==> src/rtl/array_job_arbiter.sv <==
// array_job_arbiter: round-robin owner of one systolic-array slot with clear/run/timeout job sequencing
module array_job_arbiter #(
    parameter int NUM_REQ = 4,
    parameter int TIMEOUT = 64,
    parameter int CNT_W   = 16
) (
    input  logic                       clk,
    input  logic                       reset,
    input  logic [NUM_REQ-1:0]         req,
    output logic [NUM_REQ-1:0]         gnt,
    output logic [$clog2(NUM_REQ)-1:0] owner_id,
    output logic                       array_clear,
    output logic                       array_enable,
    input  logic                       array_done,
    output logic [NUM_REQ-1:0]         cmpl,
    output logic                       cmpl_err,
    output logic                       busy,
    output logic [CNT_W-1:0]           jobs_done
);

    localparam int ID_W  = $clog2(NUM_REQ);
    localparam int RUN_W = $clog2(TIMEOUT + 1);

    typedef enum logic [1:0] {IDLE, CLEAR, RUN, DONE} state_t;

    state_t             state, state_n;
    logic [ID_W-1:0]    rr_ptr, rr_n, owner_n, pick;
    logic [RUN_W-1:0]   run_cnt, cnt_n;
    logic               err, err_n;
    logic [NUM_REQ-1:0] gnt_n, cmpl_n;
    logic               clear_n, enable_n, cmpl_err_n, busy_n;
    logic [CNT_W-1:0]   jobs_n;

    function automatic logic [NUM_REQ-1:0] onehot(input logic [ID_W-1:0] id);
        onehot = '0;
        onehot[id] = 1'b1;
    endfunction

    // Round-robin pick: walk offsets high to low so the lowest offset from rr_ptr wins
    always_comb begin
        pick = '0;
        for (int i = NUM_REQ - 1; i >= 0; i--)
            if (req[(int'(rr_ptr) + i) % NUM_REQ]) pick = ID_W'((int'(rr_ptr) + i) % NUM_REQ);
    end

    // Next state plus next values of every registered output
    always_comb begin
        state_n    = state;
        owner_n    = owner_id;
        rr_n       = rr_ptr;
        cnt_n      = run_cnt;
        err_n      = err;
        jobs_n     = jobs_done;
        gnt_n      = gnt;
        busy_n     = busy;
        clear_n    = 1'b0;
        enable_n   = 1'b0;
        cmpl_n     = '0;
        cmpl_err_n = 1'b0;
        case (state)
            IDLE: if (|req) begin
                state_n = CLEAR;
                owner_n = pick;
                gnt_n   = onehot(pick);
                clear_n = 1'b1;
                busy_n  = 1'b1;
            end
            CLEAR: begin
                state_n  = RUN;
                cnt_n    = RUN_W'(1);
                enable_n = 1'b1;
            end
            RUN: if (array_done || run_cnt == RUN_W'(TIMEOUT)) begin
                state_n    = DONE;
                err_n      = !array_done;
                cmpl_n     = onehot(owner_id);
                cmpl_err_n = !array_done;
            end else begin
                cnt_n    = run_cnt + RUN_W'(1);
                enable_n = 1'b1;
            end
            DONE: begin
                state_n = IDLE;
                gnt_n   = '0;
                busy_n  = 1'b0;
                jobs_n  = jobs_done + CNT_W'(1);
                rr_n    = (owner_id == ID_W'(NUM_REQ - 1)) ? '0 : owner_id + ID_W'(1);
            end
            default: state_n = IDLE;
        endcase
    end

    // State and output registers; reset aborts any job in flight without a completion
    always_ff @(posedge clk or posedge reset) begin
        if (reset) begin
            state        <= IDLE;
            owner_id     <= '0;
            rr_ptr       <= '0;
            run_cnt      <= '0;
            err          <= 1'b0;
            jobs_done    <= '0;
            gnt          <= '0;
            busy         <= 1'b0;
            array_clear  <= 1'b0;
            array_enable <= 1'b0;
            cmpl         <= '0;
            cmpl_err     <= 1'b0;
        end else begin
            state        <= state_n;
            owner_id     <= owner_n;
            rr_ptr       <= rr_n;
            run_cnt      <= cnt_n;
            err          <= err_n;
            jobs_done    <= jobs_n;
            gnt          <= gnt_n;
            busy         <= busy_n;
            array_clear  <= clear_n;
            array_enable <= enable_n;
            cmpl         <= cmpl_n;
            cmpl_err     <= cmpl_err_n;
        end
    end

endmodule
==> config.mk <==
export PLATFORM = sky130hd
export DESIGN_NAME = array_job_arbiter
export DESIGN_NICKNAME = d
export VERILOG_FILES = /design/src/rtl/array_job_arbiter.sv
export SDC_FILE = /design/constraint.sdc
export NUM_CORES = 1
export LEC_CHECK = 0
export BUFFER_PORTS_ARGS = -buffer_cell sky130_fd_sc_hd__buf_2
export CORE_MARGIN = 1
export CORE_UTILIZATION = 38
export CTS_CLUSTER_DIAMETER = 30
export DETAILED_ROUTE_END_ITERATION = 10
export GPL_TIMING_DRIVEN = 0
export PLACE_DENSITY_LB_ADDON = 0.05
export SLEW_MARGIN = 20
export SYNTH_ARGS = -nofsm -noshare
export SYNTH_HDL_FRONTEND = slang
export SYNTH_SLANG_ARGS = --single-unit
==> constraint.sdc <==
create_clock -name clk -period 1.8 [get_ports clk]
set_clock_uncertainty 0.2 [all_clocks]
set_input_delay 0.45 -clock clk [delete_from_list [all_inputs] [get_ports clk]]
set_output_delay 0.45 -clock clk [all_outputs]
set_load 0.1 [all_outputs]
## Word-level counts from Yosys, hierarchy flattened

Index checks and enable logic that the tools add are counted.

- Bits in registers: 41
- Bits of input ports: 7
- Output and inout port bits: 30
- Logic and storage cells: 88

- $add $sub $neg: 6
- Order comparisons: 8
- Eq/ne operators: 8
- Muxes and demuxes: 37
- Bitwise logic cells: 3
- Reduce and logical (&&, ||, !) cells: 15

Operators by type and width:

| cell | count |
|---|---|
| adder 16 x 1 -> 16 bit, second input constant | 1 |
| two-way mux 1 bit | 15 |
| two-way mux 2 bit | 7 |
| case mux 7 bit (2 select lines) | 1 |
| < comparator 3 x 4 -> 1 bit, second input constant | 3 |
| two-way mux 4 bit | 3 |
| < comparator 2 x 3 -> 1 bit, second input constant | 3 |
| binary-select mux 1 bit (select 2 bit) | 4 |
| case mux 2 bit (4 select lines) | 1 |
| case mux 4 bit (2 select lines) | 1 |
| AND reduction 2 bit | 4 |
| adder 7 x 1 -> 7 bit, second input constant | 1 |
| == test 7 bit, second input constant | 1 |
| two-way mux 7 bit | 1 |
| == test 2 bit, second input constant | 3 |
| != test 2 bit, second input constant | 3 |
| OR reduction 2 bit | 3 |
| adder 2 x 1 -> 2 bit, second input constant | 2 |
| adder 2 bit, second input constant | 2 |
| demux 1 bit (select 2 bit) | 2 |
| greater-or-equal comparator 2 x 1 -> 1 bit, second input constant | 2 |
| case mux 1 bit (2 select lines) | 2 |
| nonzero test 2 bit | 2 |
| OR reduction 4 bit | 1 |
| other kinds (6) | 9 |

## Logic depth before layout (Yosys ltp)

- Depth in word-level cells: 16
- Gate-level depth with buffers: 6
- Gate-level depth less buffers: 6

## Worst setup path after synthesis

Ideal clock, no wire load.

- Path kind: reg-to-reg
- From: register jobs_done[2]
- To: register jobs_done[14]
- Setup time: 0.158 ns
- Arrival time: 1.895 ns
- Required time: 1.442 ns
- Setup slack: -0.454 ns
- Cell stages (with the launch flop): 6
- Buffers on the path: 1
- Period minus slack after synthesis: 2.254 ns
- Cell sequence: dfrtp_1 and4_1 and3_1 buf_2 nand4_1 xnor2_1

- Word-level cells in the longest chain between the ends: 1

Ends and longest elaborated chain:

| what | RTL line | RTL |
|---|---|---|
| from (decl) | 18 | `output logic [CNT_W-1:0] jobs_done` |
| from (signal assigned) | 114 | `jobs_done <= jobs_n;` |
| adder 16 x 1 -> 16 bit | 86 | `jobs_n = jobs_done + CNT_W'(1);` |

No other way between the ends.
A chain may end at the register's enable or synchronous reset.

## Final worst setup path

- From: register run_cnt[0]
- To: register run_cnt[2]

- Word-level cells in the longest chain between the ends: 4
- Elaborated cells on any way between the ends: 7
- Those cells by class: add/sub (1); eq/ne (2); mux (2); reduce/logical (2)

Ends and longest elaborated chain:

| what | RTL line | RTL |
|---|---|---|
| from (decl) | 28 | `logic [RUN_W-1:0] run_cnt, cnt_n;` |
| from (signal assigned) | 112 | `run_cnt <= cnt_n;` |
| parallel branches: the longest is 4 deep, another holds adder 7 x 1 -> 7 bit | - |  |

Parallel ways; which one is timed is not known. The select of a mux whose other input is x is not followed.

==> run summary <==
The H-tree generated during clock tree synthesis spans 2 levels. The number of cells on the worst hold path is 1. The via density per instance is 4.82.

The maximum single-stage delay on the critical path came out at 390 ps. The die span in y came out at 73.9 µm. The clock period minus worst slack came out at 1800 ps. The total leakage power came out at 0.00121 µW. Setup slack on the critical path of the routed design comes to -2.59 ps. The die extent in x came out at 73.9 µm. The number of warnings printed during yosys synthesis is 0. Walking the worst path, the cells encountered are inv_1 > ha_1 > and2b_1 > a21oi_4 > mux2_4 > mux2i_1. The share of async-settable or async-resettable flops after synthesis is 100%. The final wirelength came out at 3.98 mm. The post-route cell area is 2520 µm². Setup repair after global routing could not meet its margin everywhere. The post-place setup slack is -212 ps.

The area of the placeable core is 4850 µm². The normalized max-slew margin is 66.1%. Synthesis inferred 41 register bits. For this design, the sink count on the clock tree is 41. The synthesized netlist net count came out at 193. The endpoint arrival time on the critical path came out at 1820 ps. The clock-pin slew on the worst setup and hold paths is 80 ps. The synthesized area divided by synthesized cell count is 11.2 µm².

In the final routed layout, each cell accounts on average for 13.6 µm. The max-slew violation total from the final report came out at 0. The number of cells on the worst reg-to-reg path is 6.

The post-route clock period utilization came out at 100%. The initial antenna violation count was 0. The worst setup path is captured at a register. The net total in the final layout is 243.

By count the netlist is led by dfrtp_1 (41), nand2_1 (13), xnor2_1 (12). The checks that failed: setup timing. The final count of hold timing violations came to 0. The total of endpoints with negative setup slack in the final report came out at 1. The share of final-layout standard cells stronger than drive strength 1 is 38.9%. The floorplan row count is 25. The worst setup path is launched from a register. After the first detailed-routing iteration, the DRC count stood at 55. The detailed-placement wirelength estimate is 2.80 mm.

The path with the worst hold slack has its endpoint at jobs_done[15]. The tree is rooted in a clkbuf_8. Yosys attributes the largest share of cell area to dfrtp_1 (52%), ha_1 (7.0%), xnor2_1 (5.4%).

Of the synthesized area, sequential elements account for 52.3%. The total DRC errors in the routed layout came out at 0. The endpoint required time on the critical path came out at 1810 ps. The number of primary I/O pins is 37.

The cell area power density is 1860 nW/µm². The critical path is of the reg2reg type. The class of the tightest hold or removal check is reg2reg. The cell taking the most area after synthesis is dfrtp_1. The most common cell in the netlist is dfrtp_1. The worst register-to-register path ends at run_cnt[2]. TritonCTS built the clock tree. The total via count after detailed routing came out at 1413. The netlist area before placement is 1960 µm². The number of flops mapped to enable cells by yosys came out at 0. Cells fill 52.0% of the core in the end. The remaining global-route overflow is 0. The total track usage came out at 15.8%.

The startpoint identified for the worst register-to-register timing path is run_cnt[0]. The maximum clock path buffer count came out at 2. The register-to-register setup slack is -3 ps. Input and output buffers added on the ports amount to 36. The maximum clock frequency came out at 555 MHz. The worst ir drop on vdd came out at 0.00137 V. The first TritonRoute pass finished after 4 iterations.

The measured slew at the worst slew-check pin is 509 ps. Clock tree synthesis inserted a total of 5 buffers. The first global-routing pass estimated 6.36 mm of wire.

The critical path's slowest cell is dfrtp_1. The area share of the largest cell type after synthesis came out at 52.3%. The reported max-cap violation count came out at 0. The detail route stage leaves a number of antenna-violating nets equal to 0. The via count of the first global-routing pass is 1355.

The number of library cell types mapped by synthesis came out at 37. The run finished, with violations left. In this run the most critical hold path is launched from jobs_done[15]. The synthesized instance count came out at 175.

The routability congestion estimate is 0.729. In this run the cell area measured after placement is 2280 µm². Compared with the post-synthesis result, the final layout area differs by 28.5%.

The largest fanout on the critical path is 4. The total die area is 5460 µm². The pin count of the biggest net entering global routing is 30. The effective utilization at floorplan came out at 40.5%. The total inserted antenna cells is 0. The most used flip-flop cell after synthesis is dfrtp_1.

The final total power came out at 4700 µW. The insertion delay to the later sink of the worst-skew pair is 290 ps.
## where the power goes
part	total (µW)	switching [µW]	leakage, µW	internal (µW)
Combinational	2490	1820	0.000642	666
Clock	726	315	0.0000552	412
Sequential	1490	265	0.000514	1220
## flip-flops by register name, indices dropped and copies added (netlist names)
| signal | count |
|---|---|
| jobs_done | 16 |
| run_cnt | 7 |
| cmpl | 4 |
| gnt | 4 |
| owner_id | 2 |
| rr_ptr | 2 |
| state | 2 |
| array_clear | 1 |
| array_enable | 1 |
| busy | 1 |
| cmpl_err | 1 |
## layer usage
metal / GRT usage (%) / part of all wire (%)
met5: 0 / 0
met4: 7.69 / 1.9
met3: 3.16 / 2.8
met2: 25.4 / 48
met1: 20.2 / 47
## critical path, delay by kind of cell, from the launching register on
kind | cells | cell delay (ps)
flops | 1 | 390
simple gates | 1 | 210
buf+inv | 1 | 60
compound gates | 1 | 240
mux | 2 | 450
fa+ha+maj | 1 | 190
## worst max-delay path by stage
stage	startpoint	to	slack, ps	cells after the start
4_1_cts	state[0]	run_cnt[2]	-1	6
2_1_floorplan	jobs_done[2]	jobs_done[14]	-40	5
6_report	run_cnt[0]	run_cnt[2]	-3	6
3_5_place_dp	state[0]	gnt[1]	-210	5
5_1_grt	state[0]	run_cnt[2]	-60	6
3_3_place_gp	reset	jobs_done[2]	-510	2
## logic make-up (layout without fill, tap and decap cells)
group	count (synthesis)	after routing	synth area share [%]
simple gates	64	64	18.2
flops	41	41	52.3
compound gates	22	22	8.03
xor+xnor	17	17	7.58
buf+inv	12	63	2.36
fa+ha+maj	11	11	7.01
mux	8	8	4.52
## final cells by class
| type | count | area, µm² |
|---|---|---|
| sequential | 41 | 1060 |
| tap | 67 | 83.8 |
| clock buffer | 6 | 72.6 |
| buffer | 2 | 15.0 |
| multi-input combinational | 122 | 931 |
| timing repair buffer | 43 | 285 |
| inverter | 10 | 37.5 |
| clock inverter | 2 | 35.0 |
| fill | 456 | 2330 |
## metrics by stage
stage               hold WS, ps  cells  setup TNS [ps]
floorplan                   260    175           -43.8
global placement            251    278          -15210
detailed placement          216    279            -953
CTS                         282    290           -1.36
global route                302    293           -76.8
finish                      278    293           -2.59
## repair_timing
item | CTS | global route
setup buffers | 2 | 3
pin swaps | 0 | 3
hold buffers | 1 | 0
gates resized for setup | 15 | 18
hold endpoints to repair | 12 | 0
setup endpoints to repair | 19 | 21
## cell usage in the layout (no fill, tap or decap), drive strengths merged, types with 2 or more instances in the layout
cell	n
and3	6
nor2b	2
xnor2	12
ha	11
a32o	2
clkbuf	13
o21a	2
nor3	2
xor2	5
buf	37
inv	10
nand3	9
dfrtp	41
nand2	13
mux2i	4
o22ai	2
and4	2
mux2	4
nand4	4
o21ai	4
a21oi	6
nor2	10
o31ai	3
and2	5
nand2b	5
Power figures use the tool's default switching activity.
